--- src/rtl/serial_subtractor.sv ---
// Bit-serial a - b, LSB first, one full-subtractor bit per clock behind a start/busy/done handshake.
// Define SERIAL_SUB_OVF_EN to add the signed-overflow output ovf.
module serial_subtractor #(
    parameter int WIDTH = 8
) (
    input  logic             clk,
    input  logic             rst_n,
    input  logic             start,
    input  logic [WIDTH-1:0] a,
    input  logic [WIDTH-1:0] b,
    output logic             busy,
    output logic             done,
    output logic [WIDTH-1:0] diff,
    output logic             borrow
`ifdef SERIAL_SUB_OVF_EN
    ,
    output logic             ovf
`endif
);

    localparam int CW = $clog2(WIDTH + 1);

    typedef enum logic [1:0] {
        S_IDLE = 2'd0,
        S_RUN  = 2'd1,
        S_DONE = 2'd2
    } state_e;

    state_e           state_q, state_d;
    logic [WIDTH-1:0] sa_q, sa_d;
    logic [WIDTH-1:0] sb_q, sb_d;
    logic [WIDTH-1:0] sd_q, sd_d;
    logic             bw_q, bw_d;
    logic [CW-1:0]    cnt_q, cnt_d;
    logic [WIDTH-1:0] diff_q, diff_d;
    logic             borrow_q, borrow_d;

    logic             d_bit;
    logic             bw_nxt;
    logic [WIDTH-1:0] sd_nxt;
    logic             last_bit;

    // The bit shifted out of sd is always a cleared zero, never a result bit.
    logic             unused_sd_lsb;
    assign unused_sd_lsb = sd_q[0];

`ifdef SERIAL_SUB_OVF_EN
    logic amsb_q, amsb_d;
    logic bmsb_q, bmsb_d;
    logic ovf_q, ovf_d;
`endif

    // Single full-subtractor cell
    assign d_bit    = sa_q[0] ^ sb_q[0] ^ bw_q;
    assign bw_nxt   = (~sa_q[0] & sb_q[0]) | (~(sa_q[0] ^ sb_q[0]) & bw_q);
    assign sd_nxt   = {d_bit, sd_q[WIDTH-1:1]};
    assign last_bit = (cnt_q == CW'(WIDTH - 1));

    always_ff @(posedge clk or negedge rst_n) begin
        if (!rst_n) state_q <= S_IDLE;
        else        state_q <= state_d;
    end

    always_comb begin
        state_d = state_q;
        unique case (state_q)
            S_IDLE:  if (start) state_d = S_RUN;
            S_RUN:   if (last_bit) state_d = S_DONE;
            S_DONE:  state_d = S_IDLE;
            default: state_d = S_IDLE;
        endcase
    end

    always_comb begin
        busy = (state_q == S_RUN);
        done = (state_q == S_DONE);
    end

    always_comb begin
        sa_d     = sa_q;
        sb_d     = sb_q;
        sd_d     = sd_q;
        bw_d     = bw_q;
        cnt_d    = cnt_q;
        diff_d   = diff_q;
        borrow_d = borrow_q;
`ifdef SERIAL_SUB_OVF_EN
        amsb_d   = amsb_q;
        bmsb_d   = bmsb_q;
        ovf_d    = ovf_q;
`endif
        unique case (state_q)
            S_IDLE: begin
                if (start) begin
                    sa_d  = a;
                    sb_d  = b;
                    sd_d  = '0;
                    bw_d  = 1'b0;
                    cnt_d = '0;
`ifdef SERIAL_SUB_OVF_EN
                    amsb_d = a[WIDTH-1];
                    bmsb_d = b[WIDTH-1];
`endif
                end
            end
            S_RUN: begin
                sa_d  = sa_q >> 1;
                sb_d  = sb_q >> 1;
                sd_d  = sd_nxt;
                bw_d  = bw_nxt;
                cnt_d = cnt_q + CW'(1);
                if (last_bit) begin
                    diff_d   = sd_nxt;
                    borrow_d = bw_nxt;
`ifdef SERIAL_SUB_OVF_EN
                    // The last d is the result sign bit.
                    ovf_d = (amsb_q != bmsb_q) && (d_bit != amsb_q);
`endif
                end
            end
            default: ;
        endcase
    end

    always_ff @(posedge clk or negedge rst_n) begin
        if (!rst_n) begin
            sa_q     <= '0;
            sb_q     <= '0;
            sd_q     <= '0;
            bw_q     <= 1'b0;
            cnt_q    <= '0;
            diff_q   <= '0;
            borrow_q <= 1'b0;
        end else begin
            sa_q     <= sa_d;
            sb_q     <= sb_d;
            sd_q     <= sd_d;
            bw_q     <= bw_d;
            cnt_q    <= cnt_d;
            diff_q   <= diff_d;
            borrow_q <= borrow_d;
        end
    end

`ifdef SERIAL_SUB_OVF_EN
    always_ff @(posedge clk or negedge rst_n) begin
        if (!rst_n) begin
            amsb_q <= 1'b0;
            bmsb_q <= 1'b0;
            ovf_q  <= 1'b0;
        end else begin
            amsb_q <= amsb_d;
            bmsb_q <= bmsb_d;
            ovf_q  <= ovf_d;
        end
    end

    assign ovf = ovf_q;
`endif

    assign diff   = diff_q;
    assign borrow = borrow_q;

endmodule

--- config.mk ---
export PLATFORM = sky130hd
export DESIGN_NAME = serial_subtractor
export DESIGN_NICKNAME = d
export VERILOG_FILES = /design/src/rtl/serial_subtractor.sv
export SDC_FILE = /design/constraint.sdc
export NUM_CORES = 1
export LEC_CHECK = 0
export ABC_CLOCK_PERIOD_IN_PS = 1900
export CAP_MARGIN = 30
export CORE_UTILIZATION = 30
export CTS_CLUSTER_SIZE = 8
export DETAILED_ROUTE_END_ITERATION = 10
export SYNTH_ARGS = -nofsm -noshare
export SYNTH_HDL_FRONTEND = slang
export SYNTH_SLANG_ARGS = --single-unit
--- constraint.sdc ---
create_clock -name clk -period 1.9 [get_ports clk]
set_clock_uncertainty 0.1 [all_clocks]
set_input_delay 0.38 -clock clk [delete_from_list [all_inputs] [get_ports clk]]
set_output_delay 0.38 -clock clk [all_outputs]
set_load 0.01 [all_outputs]
# [After elaboration in Yosys (flattened, before gate mapping)]
# Cells that the tools add are included.
# W data, S select, Z words.
[word_totals] out_inout_bits=11 inputBits=19 wordCells=39 reg_bits=40
[classes] n_eq_ne=5 reduce_logical=5 n_addsub=1 mux=13 bitwise_logic=7
[op_table] op="$pmux W8 S2" count=3
[op_table] op="$mux W8" count=3
[op_table] op="$pmux W4 S2" count=1
[op_table] op="$reduce_and A2 Y1" count=3
[op_table] op="$add A4 B1 Y4 const B" count=1
[op_table] op="$eq A4 B3 Y1 const B" count=1
[op_table] op="$mux W2" count=2
[op_table] op="$mux W4" count=1
[op_table] op="$pmux W2 S2" count=1
[op_table] op="$and A1 B1 Y1" count=2
[op_table] op="$eq A2 B1 Y1 const B" count=1
[op_table] op="$eq A2 B2 Y1 const B" count=1
[op_table] op="$logic_not A2 Y1" count=1
[op_table] op="$ne A2 B1 Y1 const B" count=1
[op_table] op="$ne A2 B2 Y1 const B" count=1
[op_table] op="$not A1 Y1" count=2
[op_table] op="$pmux W1 S2" count=1
[op_table] op="$reduce_bool A2 Y1" count=1
[op_table] op="$xor A1 B1 Y1" count=2
[op_table] op="$mux W1" count=1
[op_table] op="$or A1 B1 Y1" count=1

# [Logic depth before layout (Yosys ltp)]
[depth] word_depth=5 depth_mapped=5 mapped_depth_nobuf=4

# [Worst setup path before layout]
# Ideal clock, no wire load.
[synth_timing] path_type="flip-flop to flip-flop" start="reg cnt_q[0]" end="reg diff_q[0] (netlist: diff[0])" setup_time_ns=0.125 arrival_time_ns=1.341 path_slack_ns=0.335 path_buffers=0 t_required_ns=1.675 stages_incl_launch_ff=5 period_less_slack_ns=1.565 path_cell_list="dfrtp_1 ha_1 nand2_1 nor3_4 mux2_2"
[synth_via] elab_chain_cells=2
[synth_rtl] element="from (decl)" line_no="34" text="logic [CW-1:0] cnt_q, cnt_d;"
[synth_rtl] element="from (signal assigned)" line_no="139" text="cnt_q <= cnt_d;"
[synth_rtl] element="$eq A4 B3 Y1" line_no="57" text="assign last_bit = (cnt_q == CW'(WIDTH - 1));"
[synth_rtl] element="$reduce_and A2 Y1 (no line)"
[synth_rtl] element="to (signal assigned)" line_no="140" text="diff_q <= diff_d;"
[synth_rtl] element="to (decl)" line_no="35" text="logic [WIDTH-1:0] diff_q, diff_d;"
# Every way passes these cells.
# A chain may end at the register's enable or synchronous reset.

# [Worst setup path in the final report]
[layout_timing] start="reg state_q[1]" end="out busy"
[layout_via] elab_chain_cells=1
[layout_rtl] element="from (decl)" line_no="29" text="state_e state_q, state_d;"
[layout_rtl] element="from (signal assigned)" line_no="61" text="else state_q <= state_d;"
[layout_rtl] element="$eq A2 B1 Y1" line_no="75" text="busy = (state_q == S_RUN);"
[layout_rtl] element="to (decl)" line_no="11" text="output logic busy,"
# Every way passes these cells.

==> results.md <==
- CP Max Fanout: 4
- TritonRoute pass-1 iters: 4
- Element type at the critical path end: output port
- CTS buffer count: 5
- Die area: 5720 um2
- Number of distinct library cells after synthesis: 25
- Gp weighted congestion: 0.808
- Final Core Density: 0.412
- Syn nets: 160
- Critical path's slowest cell: dfrtp_1
- Syn Std Cell Area: 1630 um2
- Worst Reg-to-Reg Cells: 5
- Initial antenna violation count: 0
- Tcrit/Tclk final: 0.947
- # IOs: 30
- Yosys warns: 0
- CTS H-tree lvls: 2
- Leak Pwr: 0.000915 uW
- Final hold vios: 0
- Hold-fix buffers at CTS: 0
- Clk pin slew, worst setup/hold paths: 0.08 ns
- WP buf/inv: 2
- Detailed-route via count: 1195
- PwrDens: 1430 nW/um2
- Worst skew pair latency: 0.28 ns
- Total Wirelength: 3300 um
- FP Rows: 26
- Max Cap Viol: 0
- Vias in the first global route: 1237
- Max Clock Freq: 0.555 GHz
- CP required: 1.42 ns
- Buffers added on ports: 29
- Final nets: 197
- Area contributors post-synth: dfrtp_1, a22oi_1, mux2_2
- Ys async rst share: 1.00
- WS Path Type: register to output port
- Worst hold path class: input pin to asynchronous set/reset pin
- Core ar.: 5170 um2
- Synth Area per Inst: 11.7 um2
- Crit-path cells: nand2b_2 > inv_1 > dlygate4sd2_1
- Die X: 75.6 um
- Area growth, synth to finish: 31.1%
- Crit-path leading delay family: flip-flops
- CTS tree: built
- IR drop worst, VDD: 0.484 mV
- DRT iter0 DRCs: 65
- Setup violations, final: 0
- Worst r2r src: cnt_q[0]$_DFFE_PN0P_
- Slew Limit Fails: 0
- Global-route wire length before repair: 5540 um
- Chip Height: 75.6 um
- Ys flop type: dfrtp_1
- Total grt overflow: 0
- Count leader, synth: dfrtp_1
- Synth Instances: 139
- DRC viols: 0
- R2r endpoint: diff[3]$_DFFE_PN0P_
- Status: finished clean
- WL/cell: 13.4 um
- Starting density of the core: 0.314
- Reg2Reg Setup Slack: 0.24 ns
- Post-CTS Setup Bufs: 0
- CP startpoint kind: register
- Commonest cells post-synth: dfrtp_1, nand2_1, o21ai_0, a22oi_1, a22o_1
- Final Critical Period: 1.80 ns
- GRT Total Usage: 0.133
- Max incr delay on CP: 0.42 ns
- Pin count of the biggest net entering global routing: 40
- Clock Tree Root: clkbuf_8
- Worst-margin pin slew: 0.485 ns
- Post-DP HPWL: 2320 um
- Setup TNS: 0 ns
- Post-synthesis sequential area ratio: 0.600
- Layout cell share with drive strength beyond 1: 0.153
- Clock sinks: 39
- Post-synth EDFFs: 0
- Yosys top cell area share: 0.600
- Post-route ant nets: 0
- Post-synth top area cell: dfrtp_1
- Worst EP arrival: 1.32 ns
- Unrepaired setup endpoints after global routing: false
- Clock buffer depth: 2
- #FFs+latches synth: 39
- Antenna Cells: 0
- Worst slew margin: 0.677
- Post-DR vias/cell: 4.86
cell families after synthesis:
family / Yosys count / synth area share
mux: 10 / 0.0677
fa+ha+maj: 2 / 0.0200
flops: 39 / 0.600
simple gates: 29 / 0.0878
compound gates: 46 / 0.192
buf+inv: 13 / 0.0316
flip-flops by register name, indices dropped and copies added (netlist names):
| signal | count |
|---|---|
| sa_q | 8 |
| state_q | 2 |
| borrow | 1 |
| cnt_q | 4 |
| sb_q | 8 |
| diff | 8 |
| bw_q | 1 |
| sd_q | 7 |
area by class of cell:
type / instances / area (um2)
multi-input cells: 87 / 598
repair buffers: 38 / 363
clock inverters: 1 / 5.00
clock buffers: 6 / 82.6
fillers: 492 / 3040
well taps: 70 / 87.6
inverters: 5 / 18.8
flip-flops and latches: 39 / 976
per-layer routing:
| layer | track usage | share of wire | wire length (um) | vias to the layer above |
|---|---|---|---|---|
| met5 | 0 | 0 | 0 | - |
| li1 | - | - | - | 572 |
| met3 | 0.0463 | 0.057 | 189 | 6 |
| met4 | 0.0494 | 0.016 | 53 | 0 |
| met2 | 0.221 | 0.47 | 1560 | 38 |
| met1 | 0.159 | 0.45 | 1500 | 579 |
metrics by stage:
stage	instances	area, um2	setup WS [ns]	hold slack [ns]	total power, uW
floorplan	139	1630	0.335	-0.0156	2030
finish	246	2130	0.0998	0.0364	3060
CTS	246	2130	0.0996	0.0544	3090
detailed placement	239	2050	0.106	0.365	2530
global placement	239	2050	0.163	0.354	2470
global route	246	2130	0.0303	0.0758	3280
worst max path at each step:
| stage | from | end | cells past startpoint |
|---|---|---|---|
| 2_1_floorplan | cnt_q[0]$_DFFE_PN0P_ | diff[0]$_DFFE_PN0P_ | 4 |
| 3_3_place_gp | state_q[1]$_DFFE_PN0P_ | busy | 3 |
| 3_5_place_dp | start | sb_q[4]$_DFFE_PN0P_ | 5 |
| 4_1_cts | state_q[1]$_DFFE_PN0P_ | busy | 3 |
| 5_1_grt | state_q[1]$_DFFE_PN0P_ | busy | 3 |
| 6_report | state_q[1]$_DFFE_PN0P_ | busy | 3 |
power breakdown:
group	internal (uW)	switching (uW)
logic	612	499
clock network	285	282
registers	1160	223
cell usage in the layout (no fill, tap or decap):
| cell type | n |
|---|---|
| ha_1 | 1 |
| fa_1 | 1 |
| nand2b_1 | 1 |
| buf_12 | 1 |
| nor2_1 | 5 |
| inv_1 | 5 |
| mux2i_1 | 2 |
| a41oi_1 | 1 |
| o21bai_1 | 1 |
| a22oi_1 | 13 |
| clkbuf_8 | 6 |
| buf_4 | 8 |
| nor2b_1 | 3 |
| buf_2 | 1 |
| and3b_1 | 1 |
| clkdlybuf4s50_1 | 26 |
| a22o_1 | 9 |
| dlygate4sd2_1 | 2 |
| nand2b_2 | 1 |
| nand2_1 | 16 |
| a32o_1 | 1 |
| nor3_4 | 1 |
| o22ai_1 | 2 |
| mux2_2 | 8 |
| clkinv_2 | 1 |
| dfrtp_1 | 39 |
| o21ai_0 | 14 |
| a21oi_1 | 3 |
| nand3_1 | 1 |
| a31oi_1 | 2 |
timing repair:
item,in CTS,in global routing
resized for setup,2,0
endpoints found under the setup margin,2,0
hold endpoints to repair,0,0
worst register-to-register path: stages (launching register included):
cell and delay (ns):
dfrtp_1 0.41, ha_1 0.23, nand2_1 0.12, nor3_4 0.18, buf_12 0.16, mux2_2 0.34
Note: power is estimated with default switching activity, not from simulation.
